File: config.mk
export PLATFORM = sky130hd
export DESIGN_NAME = bias_seq_ctrl
export DESIGN_NICKNAME = d
export VERILOG_FILES = /design/src/rtl/bias_seq_ctrl.sv
export SDC_FILE = /design/constraint.sdc
export NUM_CORES = 1
export LEC_CHECK = 0
export ABC_AREA = 1
export BUFFER_PORTS_ARGS = -buffer_cell sky130_fd_sc_hd__clkbuf_2
export CAP_MARGIN = 20
export CORE_UTILIZATION = 32
export CTS_BUF_LIST = sky130_fd_sc_hd__clkbuf_2
export DETAILED_ROUTE_END_ITERATION = 16
export PLACE_DENSITY = 0.56
export SLEW_MARGIN = 20
export SYNTH_ARGS = -nofsm -noshare
export SYNTH_HDL_FRONTEND = slang
export SYNTH_SLANG_ARGS = --single-unit
export TNS_END_PERCENT = 20
File: constraint.sdc
create_clock -name clk -period 2.6 [get_ports clk]
set_clock_uncertainty 0.2 [all_clocks]
set_input_delay 0.52 -clock clk [delete_from_list [all_inputs] [get_ports clk]]
set_output_delay 0.52 -clock clk [all_outputs]
set_load 0.05 [all_outputs]
File: src/rtl/bias_seq_ctrl.sv
// bias_seq_ctrl: per-layer bias buffer sequencer.
// For each output channel: fetch one bias word from SRAM, wait for the read
// data to settle, open the buffer load window for one cycle (bias_read low),
// then hold the bias (bias_valid) until the PE array reports oc_done.
// Optional: define BIAS_SEQ_CTRL_ERR_EN to add the err_sticky output, which
// flags ignored inputs (oc_done outside HOLD, start while busy).
module bias_seq_ctrl #(
  parameter int ADDR_W  = 10,
  parameter int CH_W    = 10,
  parameter int MEM_LAT = 1    // 1..4
) (
  input  logic              clk,
  input  logic              rst_n,
  input  logic              start,
  input  logic [ADDR_W-1:0] base_addr,
  input  logic [CH_W-1:0]   num_oc,
  input  logic              oc_done,
  output logic              mem_rd_en,
  output logic [ADDR_W-1:0] mem_addr,
  output logic              bias_read,
  output logic              bias_valid,
  output logic [CH_W-1:0]   oc_idx,
  output logic              busy,
  output logic              layer_done
`ifdef BIAS_SEQ_CTRL_ERR_EN
  , output logic            err_sticky
`endif
);

  typedef enum logic [2:0] {
    S_IDLE  = 3'd0,
    S_FETCH = 3'd1,
    S_WAIT  = 3'd2,
    S_LOAD  = 3'd3,
    S_HOLD  = 3'd4,
    S_DONE  = 3'd5
  } state_t;

  localparam logic [2:0] LAT_M1 = 3'(MEM_LAT - 1);

  state_t              state, state_nx;
  logic [ADDR_W-1:0]   base_r;
  logic [CH_W-1:0]     num_r;
  logic [2:0]          wait_cnt;
  logic [CH_W-1:0]     next_idx;
  logic                last_oc;

  assign next_idx = oc_idx + CH_W'(1);
  // num_r is never zero while in HOLD, so num_r-1 cannot underflow there
  assign last_oc  = (oc_idx == num_r - CH_W'(1));

  // state register
  always_ff @(posedge clk or negedge rst_n) begin
    if (!rst_n) state <= S_IDLE;
    else        state <= state_nx;
  end

  // next-state logic; WAIT lasts MEM_LAT-1 cycles but never less than one,
  // so LOAD closes on the edge where the SRAM data is stable
  always_comb begin
    state_nx = state;
    case (state)
      S_IDLE:  if (start) state_nx = (num_oc == '0) ? S_DONE : S_FETCH;
      S_FETCH: state_nx = S_WAIT;
      S_WAIT:  if (wait_cnt <= 3'd1) state_nx = S_LOAD;
      S_LOAD:  state_nx = S_HOLD;
      S_HOLD:  if (oc_done) state_nx = last_oc ? S_DONE : S_FETCH;
      S_DONE:  state_nx = S_IDLE;
      default: state_nx = S_IDLE;
    endcase
  end

  // outputs decoded from the registered state
  always_comb begin
    mem_rd_en  = 1'b0;
    bias_read  = 1'b1;
    bias_valid = 1'b0;
    busy       = 1'b1;
    layer_done = 1'b0;
    case (state)
      S_IDLE:  busy       = 1'b0;
      S_FETCH: mem_rd_en  = 1'b1;
      S_LOAD:  bias_read  = 1'b0;
      S_HOLD:  bias_valid = 1'b1;
      S_DONE:  layer_done = 1'b1;
      default: ;
    endcase
  end

  // layer parameters, channel index, SRAM address and latency counter;
  // mem_addr is loaded on the way into FETCH so it is valid during FETCH
  always_ff @(posedge clk or negedge rst_n) begin
    if (!rst_n) begin
      base_r   <= '0;
      num_r    <= '0;
      oc_idx   <= '0;
      mem_addr <= '0;
      wait_cnt <= '0;
    end else begin
      case (state)
        S_IDLE: if (start) begin
          base_r <= base_addr;
          num_r  <= num_oc;
          oc_idx <= '0;
          if (num_oc != '0) mem_addr <= base_addr;
        end
        S_FETCH: wait_cnt <= LAT_M1;
        S_WAIT:  if (wait_cnt != 3'd0) wait_cnt <= wait_cnt - 3'd1;
        S_HOLD: if (oc_done && !last_oc) begin
          oc_idx   <= next_idx;
          // address wraps modulo 2^ADDR_W
          mem_addr <= base_r + ADDR_W'(next_idx);
        end
        default: ;
      endcase
    end
  end

`ifdef BIAS_SEQ_CTRL_ERR_EN
  // sticky flag for dropped inputs; an accepted start clears it and wins
  // over a coincident oc_done
  always_ff @(posedge clk or negedge rst_n) begin
    if (!rst_n)
      err_sticky <= 1'b0;
    else if (state == S_IDLE && start)
      err_sticky <= 1'b0;
    else if ((oc_done && state != S_HOLD) || (start && state != S_IDLE))
      err_sticky <= 1'b1;
  end
`endif

endmodule

==> run metrics <==
Yosys top cell by area dfrtp_1; setup slack, reg-to-reg 0.05 ns; CTS root buf clkbuf_2; Hold Path Origin num_oc[2]; synth-to-layout area growth 23.18%; Area contributors post-synth dfrtp_1, nand2_1, inv_1, ha_1, nand3_1; CP peak stage delay 0.48 ns; diode count 0; Seq/Total Area, Yosys 0.3615; CTS tree done; Worst slew margin 0.5928; status finished clean; HP Class input pin to flip-flop; r2r startpoint oc_idx[1]; maximum vdd drop 0.5315 mV; WL final 8061 um; syn avg cell area 7.320 um^2; count of different cell masters after synthesis 37; CP Max Fanout 4; worst r2r dst mem_addr[6]; layout cells sized above 1 0.2851; Lkg Pwr 2.055 nW; chip height 101.8 um; Placer Congestion 0.9297; vias per cell 4.608; clock transition at the registers of the reported paths 0.26 ns; async set-or-reset flop fraction in the synthesized netlist 1.000; Starting Density 0.3273; CP Launch Type flip-flop; syn_nets 474; Final Hold Vio Count 0; area fraction of the dominant cell type after synthesis 0.3615; Setup TNS 0 ns; max-cap violations 0; Ports 49; # DRC 0; antenna violations before repair 0; Final period util 0.9803; DR iter-0 viols 133; Cell Area, Synth 0.003184 mm^2; FF-to-FF path depth 12; vias in the first global route 2761; global-route wire length before repair 13170 um; pin count of the biggest net entering global routing 47; Num Clock Sinks 46; Placed Area 0.003649 mm^2; worst endpoint data arrival time 2.77 ns; Worst Tran Pin Value 0.6108 ns; unrepaired setup endpoints after global routing true; global route total overflow 0; minimum clock period 2.549 ns; Post-synth top cells nand2_1, inv_1, dfrtp_1, nand3_1, nor2_1; Worst Hold End num_r[2]; WHS Path Cells 3; H-Tree Depth 2; kind of critical path flip-flop to flip-flop; core area 0.009729 mm^2; #FFs+latches synth 46; via count 2940; drt pass-1 iters 4; Setup crit end kind flip-flop; Finished Core Util 0.4032; crit path cell chain nand2_1 -> nor2_4 -> inv_2 -> nor2_4 -> xor2_2 -> ha_4 -> a21o_1 -> nand3b_1 -> xnor2_1 -> o21ai_1 -> nand4_1 -> nand2_1; pre-CTS WS -0.1427 ns; cell row count 36; final instance area 0.003923 mm^2; achievable frequency 392.4 MHz; most frequent cell after synthesis nand2_1; setup ws final 0.05131 ns; Fill cells 1045; ANT nets after route 0; clock buffer depth 2; port bufs 48; DP HPWL 6062 um; die area 0.01035 mm^2; Finish-stage setup viols 0; Chip Width 101.8 um; Req. time, crit path 2.82 ns; PD cells 943.5 mW/mm^2; nets 543; later-pin clock latency in the skew report 0.47 ns; TritonCTS Buffers 5; yosys warns 0; WL/cell 12.63 um; CP max-delay cell dfrtp_2; Synth Instances 435; Slew Viols, Final 0; GRT Util Overall 0.1653; Post-synth top flop dfrtp_1; EDFF count, synth 0
-- area by class of cell --
class	instances	area, um^2	share of cell area
sequential	46	1159	0.2954
tap	133	166.4	0.04242
multi-input combinational	320	1899	0.4842
clock inverter	2	13.76	0.003509
timing repair buffer	74	440.4	0.1123
inverter	57	214.0	0.05455
clock buffer	6	30.03	0.007656
-- cells in the final DEF (no fill, tap or decap), types with 2 or more instances in the layout --
cell type,count
o21ai_1,2
nor2_2,7
nand3_1,28
nor2_1,19
a21oi_1,12
xor2_2,4
nand2_4,3
ha_1,8
nand2_2,4
inv_2,2
dfrtp_1,40
clkbuf_2,53
ha_4,6
inv_1,55
nand4_1,15
o21ai_0,19
xnor2_1,4
nand3_2,3
xor2_1,4
nor3_1,4
dfrtp_2,6
buf_4,25
nand2_1,142
nor2_4,7
o21ai_2,10
mux2_2,7
-- metal layers --
metal | share of wire | track usage | vias to the layer above
met5 | 0 | 0 | -
met4 | 0.013 | 0.05017 | 0
met3 | 0.038 | 0.02968 | 5
met2 | 0.48 | 0.2796 | 53
met1 | 0.47 | 0.2142 | 1360
li1 | - | - | 1522
-- metrics by stage --
stage               std cells  hold WS [ns]  total power [W]
floorplan                 435       0.02441         0.002836
global placement          622        0.2602         0.003288
detailed placement        622        0.2629         0.003316
CTS                       632       0.04376         0.003664
global route              638       0.03761         0.004052
finish                    638       0.06034         0.003701
-- cells by family (layout without fill, tap and decap cells) --
| group | Yosys count | in the layout | synth area share |
|---|---|---|---|
| AO/OA/AOI/OAI | 49 | 49 | 0.09548 |
| XOR/XNOR | 12 | 12 | 0.03536 |
| adder cells (fa/ha/maj) | 15 | 15 | 0.06130 |
| buffers and inverters | 69 | 139 | 0.09273 |
| flip-flops | 46 | 46 | 0.3615 |
| multiplexers | 7 | 7 | 0.02476 |
| AND/OR/NAND/NOR | 237 | 237 | 0.3289 |
-- flip-flops by register name (all words and copies together) (netlist names) --
signal and flops:
base_r 10, mem_addr 10, num_r 10, oc_idx 10, state 3, wait_cnt 3
-- where the power goes --
part	leakage [nW]	total, W	switching, W	internal (W)
sequential	0.568	0.00125	0.000262	0.000990
combinational	1.45	0.00213	0.00139	0.000741
clock	0.0330	0.000318	0.000247	0.0000706
-- critical path, delay by kind of cell, from the launching register on --
family | cells | cell delay (ns)
and+or+nand+nor | 6 | 0.73
AOI/OAI and AO/OA | 2 | 0.38
DFF | 1 | 0.48
xor gates and xnor gates | 2 | 0.37
adders and majority gates | 1 | 0.25
buffers and inverters | 1 | 0.08
-- how the worst max path moves through the flow --
stage,slack (ns),endpoint,from
3_5_place_dp,-0.14,mem_addr[6],oc_idx[2]
5_1_grt,-0.11,mem_addr[6],oc_idx[1]
2_1_floorplan,-0.06,mem_addr[9],oc_idx[5]
3_3_place_gp,-0.13,mem_addr[6],oc_idx[2]
6_report,0.05,mem_addr[6],oc_idx[1]
4_1_cts,-0.001,mem_addr[6],oc_idx[0]
-- repair_timing --
item	CTS	global route
pin swaps	1	13
hold buffers	1	0
buffers inserted	1	6
hold endpoints to repair	46	0
setup endpoints to repair	3	8
gates resized for setup	5	30
No activity file was read; power rests on OpenSTA's default activity.
